`src/rtl/screen_clear_sweeper.sv`:
```
// screen_clear_sweeper: sits in front of vga_adapter. In normal operation it
// forwards the cursor pixel write with one register stage. On a rising edge of
// the synchronised clear request it owns the pixel bus and paints every pixel
// CLEAR_COLOUR in raster order, then emits a one-cycle done pulse.
// Optional feature macro: CLEAR_RECENTRE_EN (drives recentre/centre_x/centre_y
// in the done cycle; tied to 0 when undefined).
module screen_clear_sweeper #(
  parameter int               H_RES        = 160,
  parameter int               V_RES        = 120,
  parameter int               X_W          = 8,
  parameter int               Y_W          = 7,
  parameter int               COL_W        = 3,
  parameter logic [COL_W-1:0] CLEAR_COLOUR = '0
) (
  input  logic             clock,
  input  logic             resetn,
  input  logic             clear_req,
  input  logic [X_W-1:0]   cur_x,
  input  logic [Y_W-1:0]   cur_y,
  input  logic [COL_W-1:0] cur_colour,
  input  logic             cur_plot,
  output logic [X_W-1:0]   x_out,
  output logic [Y_W-1:0]   y_out,
  output logic [COL_W-1:0] colour_out,
  output logic             plot_out,
  output logic             busy,
  output logic             done,
  output logic             recentre,
  output logic [X_W-1:0]   centre_x,
  output logic [Y_W-1:0]   centre_y
);

  localparam logic [X_W-1:0] X_LAST = X_W'(H_RES - 1);
  localparam logic [Y_W-1:0] Y_LAST = Y_W'(V_RES - 1);

  typedef enum logic [1:0] {
    IDLE  = 2'd0,
    SWEEP = 2'd1,
    DONE  = 2'd2
  } state_t;

  state_t             state_q, state_d;
  logic               sync1_q, sync1_d;
  logic               sync2_q, sync2_d;
  logic               req_prev_q, req_prev_d;
  logic [X_W-1:0]     xc_q, xc_d;
  logic [Y_W-1:0]     yc_q, yc_d;
  logic [X_W-1:0]     x_q, x_d;
  logic [Y_W-1:0]     y_q, y_d;
  logic [COL_W-1:0]   col_q, col_d;
  logic               plot_q, plot_d;
  logic               busy_q, busy_d;
  logic               done_q, done_d;
  logic               trigger;

  // Request synchroniser and rising-edge detector; the edge history always
  // tracks req_s so a request seen during a sweep is consumed, not queued.
  always_comb begin
    sync1_d    = clear_req;
    sync2_d    = sync1_q;
    req_prev_d = sync2_q;
    trigger    = sync2_q & ~req_prev_q;
  end

  // Next-state and look-ahead output decode: output registers are loaded with
  // the values belonging to the next state, so they line up with state_q and
  // xc_q/yc_q always name the pixel currently on the bus during a sweep.
  always_comb begin
    state_d = state_q;
    xc_d    = xc_q;
    yc_d    = yc_q;
    x_d     = cur_x;
    y_d     = cur_y;
    col_d   = cur_colour;
    plot_d  = cur_plot;
    busy_d  = 1'b0;
    done_d  = 1'b0;
    unique case (state_q)
      IDLE: begin
        if (trigger) begin
          state_d = SWEEP;
          xc_d    = '0;
          yc_d    = '0;
          x_d     = '0;
          y_d     = '0;
          col_d   = CLEAR_COLOUR;
          plot_d  = 1'b1;
          busy_d  = 1'b1;
        end
      end
      SWEEP: begin
        x_d    = '0;
        y_d    = '0;
        col_d  = CLEAR_COLOUR;
        busy_d = 1'b1;
        if (xc_q == X_LAST && yc_q == Y_LAST) begin
          state_d = DONE;
          xc_d    = '0;
          yc_d    = '0;
          plot_d  = 1'b0;
          done_d  = 1'b1;
        end else begin
          if (xc_q == X_LAST) begin
            xc_d = '0;
            yc_d = yc_q + Y_W'(1);
          end else begin
            xc_d = xc_q + X_W'(1);
          end
          x_d    = xc_d;
          y_d    = yc_d;
          plot_d = 1'b1;
        end
      end
      DONE: begin
        // Leaving DONE: the defaults already forward cur_* sampled now.
        state_d = IDLE;
      end
      default: begin
        state_d = IDLE;
      end
    endcase
  end

  // State, synchroniser, counter and output registers.
  always_ff @(posedge clock or negedge resetn) begin
    if (!resetn) begin
      state_q    <= IDLE;
      sync1_q    <= 1'b0;
      sync2_q    <= 1'b0;
      req_prev_q <= 1'b0;
      xc_q       <= '0;
      yc_q       <= '0;
      x_q        <= '0;
      y_q        <= '0;
      col_q      <= '0;
      plot_q     <= 1'b0;
      busy_q     <= 1'b0;
      done_q     <= 1'b0;
    end else begin
      state_q    <= state_d;
      sync1_q    <= sync1_d;
      sync2_q    <= sync2_d;
      req_prev_q <= req_prev_d;
      xc_q       <= xc_d;
      yc_q       <= yc_d;
      x_q        <= x_d;
      y_q        <= y_d;
      col_q      <= col_d;
      plot_q     <= plot_d;
      busy_q     <= busy_d;
      done_q     <= done_d;
    end
  end

  assign x_out      = x_q;
  assign y_out      = y_q;
  assign colour_out = col_q;
  assign plot_out   = plot_q;
  assign busy       = busy_q;
  assign done       = done_q;

`ifdef CLEAR_RECENTRE_EN
  localparam logic [X_W-1:0] CENTRE_X = X_W'(H_RES / 2);
  localparam logic [Y_W-1:0] CENTRE_Y = Y_W'(V_RES / 2);

  logic           recentre_q, recentre_d;
  logic [X_W-1:0] centre_x_q, centre_x_d;
  logic [Y_W-1:0] centre_y_q, centre_y_d;

  // DONE lasts one cycle, so entering it gives a single-cycle recentre pulse;
  // the centre coordinates stick until reset.
  always_comb begin
    recentre_d = (state_d == DONE);
    centre_x_d = centre_x_q;
    centre_y_d = centre_y_q;
    if (state_d == DONE) begin
      centre_x_d = CENTRE_X;
      centre_y_d = CENTRE_Y;
    end
  end

  // Recentre output registers.
  always_ff @(posedge clock or negedge resetn) begin
    if (!resetn) begin
      recentre_q <= 1'b0;
      centre_x_q <= '0;
      centre_y_q <= '0;
    end else begin
      recentre_q <= recentre_d;
      centre_x_q <= centre_x_d;
      centre_y_q <= centre_y_d;
    end
  end

  assign recentre = recentre_q;
  assign centre_x = centre_x_q;
  assign centre_y = centre_y_q;
`else
  assign recentre = 1'b0;
  assign centre_x = '0;
  assign centre_y = '0;
`endif

endmodule

```
`config.mk`:
```
export PLATFORM = sky130hd
export DESIGN_NAME = screen_clear_sweeper
export DESIGN_NICKNAME = d
export VERILOG_FILES = /design/src/rtl/screen_clear_sweeper.sv
export SDC_FILE = /design/constraint.sdc
export NUM_CORES = 1
export LEC_CHECK = 0
export BUFFER_PORTS_ARGS = -buffer_cell sky130_fd_sc_hd__buf_2
export CORE_UTILIZATION = 43
export CTS_CLUSTER_DIAMETER = 80
export CTS_CLUSTER_SIZE = 12
export DETAILED_ROUTE_END_ITERATION = 8
export HOLD_SLACK_MARGIN = 0.02
export PLACE_DENSITY = 0.72
export REMOVE_ABC_BUFFERS = 1
export SLEW_MARGIN = 20
export SYNTH_ARGS = -nofsm -noshare
export SYNTH_HDL_FRONTEND = slang
export SYNTH_SLANG_ARGS = --single-unit
```
`constraint.sdc`:
```
create_clock -name clock -period 2.2 [get_ports clock]
set_input_delay 0.44 -clock clock [delete_from_list [all_inputs] [get_ports clock]]
set_output_delay 0.44 -clock clock [all_outputs]
set_load 0.01 [all_outputs]
```
==> results of run 1 <==
==> sequential cells by signal (all words and copies together) (netlist names), 2 cells and up <==
| register | flops |
|---|---|
| colour_out | 3 |
| state_q | 2 |
| x_out | 8 |
| xc_q | 8 |
| y_out | 7 |
| yc_q | 7 |
==> worst max-delay path, cell delays in order (launching register included) <==
cell     delay (ns)
dfrtp_1        0.47
ha_1           0.29
nand4_1        0.22
buf_4          0.23
nor4_4         0.34
o21ai_0        0.11
mux2_2         0.28
==> through the flow <==
stage	setup TNS, ns	hold WS [ns]
2_1_floorplan	-0.154	0.144
3_3_place_gp	0	0.335
3_5_place_dp	0	0.352
4_1_cts	0	0.217
5_1_grt	0	0.243
6_report	0	0.192
==> final timing paths <==
path	from	end	slack [ns]	cells past startpoint
min in group clock	clear_req	sync1_q$_DFF_PN0_	0.26	1
min reg2reg	sync1_q$_DFF_PN0_	req_prev_d$_DFF_PN0_	0.37	0
max reg2reg	xc_q[0]$_DFFE_PN0P_	yc_q[5]$_DFFE_PN0P_	0.14	6
min	resetn	yc_q[6]$_DFFE_PN0P_	0.19	2
max in group asynchronous	resetn	x_out[2]$_DFF_PN0_	1.65	2
max	xc_q[0]$_DFFE_PN0P_	yc_q[5]$_DFFE_PN0P_	0.14	6
==> synthesized netlist by cell type, drive strengths merged (2+ instances only) <==
cell    instances  area [sq um]
a21oi           5          25.0
nand2b          2          12.5
and2            4          25.0
and3            2          12.5
dfrtp          41          1030
nand2          27           101
nand4           3          18.8
o21a            2          15.0
a22o            2          17.5
o31ai           2          15.0
inv             4          15.0
clkbuf          4          15.0
nor4            2          27.5
xor2            4          35.0
nand3           6          30.0
nor2            8          30.0
o21ai          26           134
xnor2           7          61.3
nor3            2          10.0
buf            22           163
a31oi           5          31.3
mux2i           2          20.0
ha              2          25.0
nor2b           2          12.5
==> metal layers <==
metal	global-route usage (%)	share of wire, %	wire length (um)
met1	22.7	45	1760
met2	26.1	47	1850
met3	3.46	6.0	235
met4	9.56	1.8	70
met5	0	0	0
==> cell families after synthesis <==
group	Yosys count
AOI/OAI and AO/OA	49
xor gates and xnor gates	11
adders and majority gates	2
buffers and inverters	30
DFF	41
muxes	3
other	1
and+or+nand+nor	62
==> cell type report <==
type / instances / area share (%)
inverters: 4 / 0.641
multi-input cells: 143 / 36.5
well taps: 52 / 2.78
repair buffers: 51 / 11.9
clock buffers: 5 / 2.94
flip-flops and latches: 41 / 43.8
clock inverters: 2 / 1.50
==> power breakdown <==
group	total (mW)	leakage [nW]	internal, mW	switching (mW)
Clock	0.575	0.0540	0.330	0.245
Sequential	1.00	0.524	0.878	0.124
Combinational	0.403	0.603	0.192	0.211
==> impl_results.md, run 1 <==
- RD Place Congestion: 0.870
- Final Cell Area: 2340 sq um
- HP Class: input port to asynchronous set/reset pin
- EDFF count, synth: 0
- Mux contribution to synthesized area: 1.55%
- Worst setup margin: 0.142 ns
- Clock skew: 0.00756 ns
- CTS Hold Bufs: 0
- Leakage: 1.18 nW
- CP Class: flop to flop
- Area Overhead vs Synth: 16.3%
- Status: finished, final reports clean
- Adder-cell share of the synthesized area: 1.24%
- Yosys reg bits: 41
- XOR/XNOR share of the synthesized area: 4.79%
- Vias in the first global route: 1437
- Dpl ws: 0.188 ns
- Initial core utilization: 45.6%
- Area of the multi-input gates: 855 sq um
- Drt via density: 5.15
- Largest net degree at the start of global routing: 42
- Critical path arrival: 2.23 ns
- Global route overflow: 0
- Drt wl/cell: 13.1 um
- Die area: 4960 sq um
- Util after Layout: 53.1%
- Worst slew pin tran: 0.501 ns
- Sequential share of the synthesized area: 51.0%
- Diode count: 0
- First-pass GRT wire length: 6670 um
- Highest-count cells in the layout ignoring fill and taps: buf_2 (42), dfrtp_1 (41), nand2_1 (27)
- Post_cts resized: 0
- Unrepaired setup endpoints after global routing: false
- Placed insts: 291
- Commonest non-fill, non-tap cell in the layout: buf_2
- Tot Pwr: 1.98 mW
- DRT antenna net count: 0
- YS warnings: 0
- Clk slew on worst S/H paths: 0.08 ns
- All-Layer GR Usage: 17.2%
- Placement row count: 24
- Initial drt markers: 148
- Die width: 70.4 um
- WP data required: 2.37 ns
- Final Cycle Share: 93.5%
- Placement Cell Area: 2240 sq um
- Drt pass-1 iters: 4
- Critical path capture point type: flop
- Synth Area in Compound Gates: 15.6%
- Final Non-Filler Cells: 298
- VDD IR max: 0.000263 V
- Top FF cell, synth: dfrtp_1
- Initial antenna violation count: 0
- Rel. slew slack: 66.6%
- Ys async rst share: 100%
- Core area: 4410 sq um
- FILL cells: 409
- Simple-gate share of the synthesized area: 16.1%
- Reg area: 1030 sq um
- Ports: 59
- DP HPWL: 2710 um
- Syn Std Cell Area: 2010 sq um
- Sink Count: 41
- Ratio of cells with drive above 1 in the final layout: 26.8%
- Final net count: 270
- Post-Syn Area per Cell: 10.1 sq um
- H-tree depth: 2
- Post-layout min period: 2.06 ns
- Final wirelength: 3910 um
- Fmax: 486 MHz
- Max Cap Viol: 0
- Max clock buf depth: 2
- Clock buffers created by TritonCTS: 5
- Input/output buffers: 42
- Drt drc: 0
- CTS tree: done
- Via count: 1535
- CP max FO: 8
- Postcts setup bufs: 0
- PwrDens: 845 nW/um^2
- # setup viols final: 0
- Final Hold Vio Count: 0
- Slew Viols, Final: 0
- Main combinational cell family by area after synthesis: simple AND/OR/NAND/NOR gates
- Startpoint Class: flop
- Unique cell type count in the Yosys netlist: 41
- Die H: 70.4 um
- Clk Latency, worst-skew pair: 0.29 ns
- Post-Syn Instances: 199
- CTS root buf: clkbuf_8
No activity file was read; power rests on OpenSTA's default activity.
==> run 2, diff against run 1 <==
--- a/config.mk
+++ b/config.mk
@@ -5,13 +5,14 @@
 export SDC_FILE = /design/constraint.sdc
 export NUM_CORES = 1
 export LEC_CHECK = 0
+export ABC_AREA = 1
 export BUFFER_PORTS_ARGS = -buffer_cell sky130_fd_sc_hd__buf_2
 export CORE_UTILIZATION = 43
 export CTS_CLUSTER_DIAMETER = 80
 export CTS_CLUSTER_SIZE = 12
 export DETAILED_ROUTE_END_ITERATION = 8
 export HOLD_SLACK_MARGIN = 0.02
-export PLACE_DENSITY = 0.72
+export PLACE_DENSITY = 0.73
 export REMOVE_ABC_BUFFERS = 1
 export SLEW_MARGIN = 20
 export SYNTH_ARGS = -nofsm -noshare
==> impl_results.md, run 2 <==
- Main combinational cell family by area after synthesis: simple AND/OR/NAND/NOR gates
- Rel. slew slack: 65.5%
- CTS Hold Bufs: 0
- Syn Std Cell Area: 1920 sq um
- WP data required: 2.43 ns
- Drt pass-1 iters: 4
- Die H: 68.9 um
- Synth area leader: dfrtp_1
- H-tree depth: 2
- VDD IR max: 0.000394 V
- Commonest non-fill, non-tap cell in the layout: nand2_1
- CP Class: flop to flop
- Area Overhead vs Synth: 14.4%
- CP max FO: 24
- Post-layout min period: 1.56 ns
- Sink Count: 41
- Global route overflow: 0
- Slew Viols, Final: 0
- Mux contribution to synthesized area: 0%
- Util after Layout: 53.0%
- EDFF count, synth: 0
- Initial core utilization: 46.4%
- Hold_ws: 0.193 ns
- Slowest CP cell: inv_2
- Slowest stage delay, CP: 0.40 ns
- Postcts setup bufs: 0
- Leakage: 1.29 nW
- Sequential share of the synthesized area: 53.4%
- FILL cells: 418
- All-Layer GR Usage: 17.6%
- Worst slew pin tran: 0.517 ns
- Status: finished, final reports clean
- Ratio of cells with drive above 1 in the final layout: 21.5%
- Critical path arrival: 1.78 ns
- Worst-path cell chain: inv_1 -> nor2_4 -> inv_2 -> nand2_1 -> inv_2 -> nand2_1 -> nand2_1
- XOR/XNOR share of the synthesized area: 1.37%
- Post-Syn Instances: 228
- Drt wl/cell: 10.7 um
- Unique cell type count in the Yosys netlist: 22
- Critical path capture point type: flop
- Die width: 68.9 um
- Clk Latency, worst-skew pair: 0.29 ns
- HP Class: input port to asynchronous set/reset pin
- Final Cell Area: 2200 sq um
- Final wirelength: 3460 um
- Largest net degree at the start of global routing: 42
- Reg area: 1030 sq um
- Highest-count cells in the layout ignoring fill and taps: nand2_1 (92), buf_2 (42), dfrtp_1 (41)
- Final Cycle Share: 70.8%
- CTS root buf: clkbuf_8
- Max Cap Viol: 0
- Most common cell in the netlist: nand2_1
- Max clock buf depth: 2
- Final Hold Vio Count: 0
- Via count: 1442
- Area of the multi-input gates: 737 sq um
- Startpoint Class: flop
- Unrepaired setup endpoints after global routing: false
- Post_cts resized: 0
- Most used cell, CP: nand2_1
- Drt drc: 0
- Yosys reg bits: 41
- Commonest cells in the netlist: nand2_1 (92), dfrtp_1 (41), inv_1 (18)
- Input/output buffers: 42
- Levels on crit path: 7
- RD Place Congestion: 0.785
- Crit path max-delay family: buffers and inverters
- Crit path buffers/inverters: 3
- Drt via density: 4.45
- Simple-gate share of the synthesized area: 30.1%
- YS warnings: 0
- Core area: 4140 sq um
- Ys async rst share: 100%
- Initial antenna violation count: 0
- PwrDens: 851 nW/um^2
- DRT antenna net count: 0
- Synth Area in Compound Gates: 2.41%
- Final net count: 297
- Synth top area share: 53.4%
- First-pass GRT wire length: 6070 um
- Clock buffers created by TritonCTS: 5
- CTS tree: done
- Ports: 59
- Placement row count: 23
- Vias in the first global route: 1370
- Top FF cell, synth: dfrtp_1
- DP HPWL: 2430 um
- Die area: 4740 sq um
- # setup viols final: 0
- Post-Syn Area per Cell: 8.43 sq um
- Adder-cell share of the synthesized area: 1.30%
- Diode count: 0
- Initial drt markers: 47
- Clock skew: 0.00537 ns
- Placement Cell Area: 2120 sq um
- Setup TNS: 0 ns
- Worst R2R Path Depth: 7
- Clk slew on worst S/H paths: 0.07 ns
- Fmax: 642 MHz
- Area contributors post-synth: dfrtp_1 (53%), nand2_1 (18%), buf_4 (6.3%)
run 2: cell types whose count changed after synthesis, sizes merged, moves of 5 or more:
cell and change:
a21oi -5, a31oi -5, inv +16, nand2 +66, nand3 +11, nor2 +10
o21ai -19, xnor2 -6
run 2: layout make-up:
class	count	area share, %
sequential	41	46.7
multi-input combinational	162	33.5
timing repair buffer	43	9.90
clock buffer	8	3.64
inverter	20	3.41
tap	50	2.85
run 2: path summary, 6_finish.rpt:
kind | startpoint | end | slack (ns)
max reg2reg | state_q[0]$_DFFE_PN0P_ | yc_q[0]$_DFFE_PN0P_ | 0.64
max | state_q[0]$_DFFE_PN0P_ | yc_q[0]$_DFFE_PN0P_ | 0.64
min in group clock | clear_req | sync1_q$_DFF_PN0_ | 0.25
max in group asynchronous | resetn | yc_q[0]$_DFFE_PN0P_ | 1.64
min reg2reg | sync1_q$_DFF_PN0_ | req_prev_d$_DFF_PN0_ | 0.36
min | resetn | y_out[5]$_DFF_PN0_ | 0.19
run 2: report_power, final:
group | leakage, nW | switching, mW | internal, mW
registers | 0.526 | 0.0788 | 0.890
logic | 0.720 | 0.276 | 0.159
clock network | 0.0395 | 0.242 | 0.225
total | 1.29 | 0.597 | 1.27
run 2: kinds of logic after synthesis:
| logic type | count (synthesis) |
|---|---|
| other | 1 |
| DFF | 41 |
| adders and majority gates | 2 |
| buffers and inverters | 40 |
| and+or+nand+nor | 133 |
| AOI/OAI and AO/OA | 8 |
| xor gates and xnor gates | 3 |
run 2: through the flow:
step           total power [mW]  instances  setup slack [ns]
6_report                   1.87        324             0.643
5_1_grt                    2.02        324             0.452
4_1_cts                    1.89        324             0.604
3_5_place_dp               1.42        316             0.632
3_3_place_gp               1.41        316             0.695
2_1_floorplan              1.25        223             0.909
run 2: routing by layer:
layer / global-route usage, % / share of wire (%) / vias up
met5: 0 / 0 / -
met4: 6.89 / 2.0 / 0
met3: 4.28 / 6.0 / 6
met2: 26.5 / 42 / 45
met1: 24.2 / 50 / 635
li1: - / - / 756
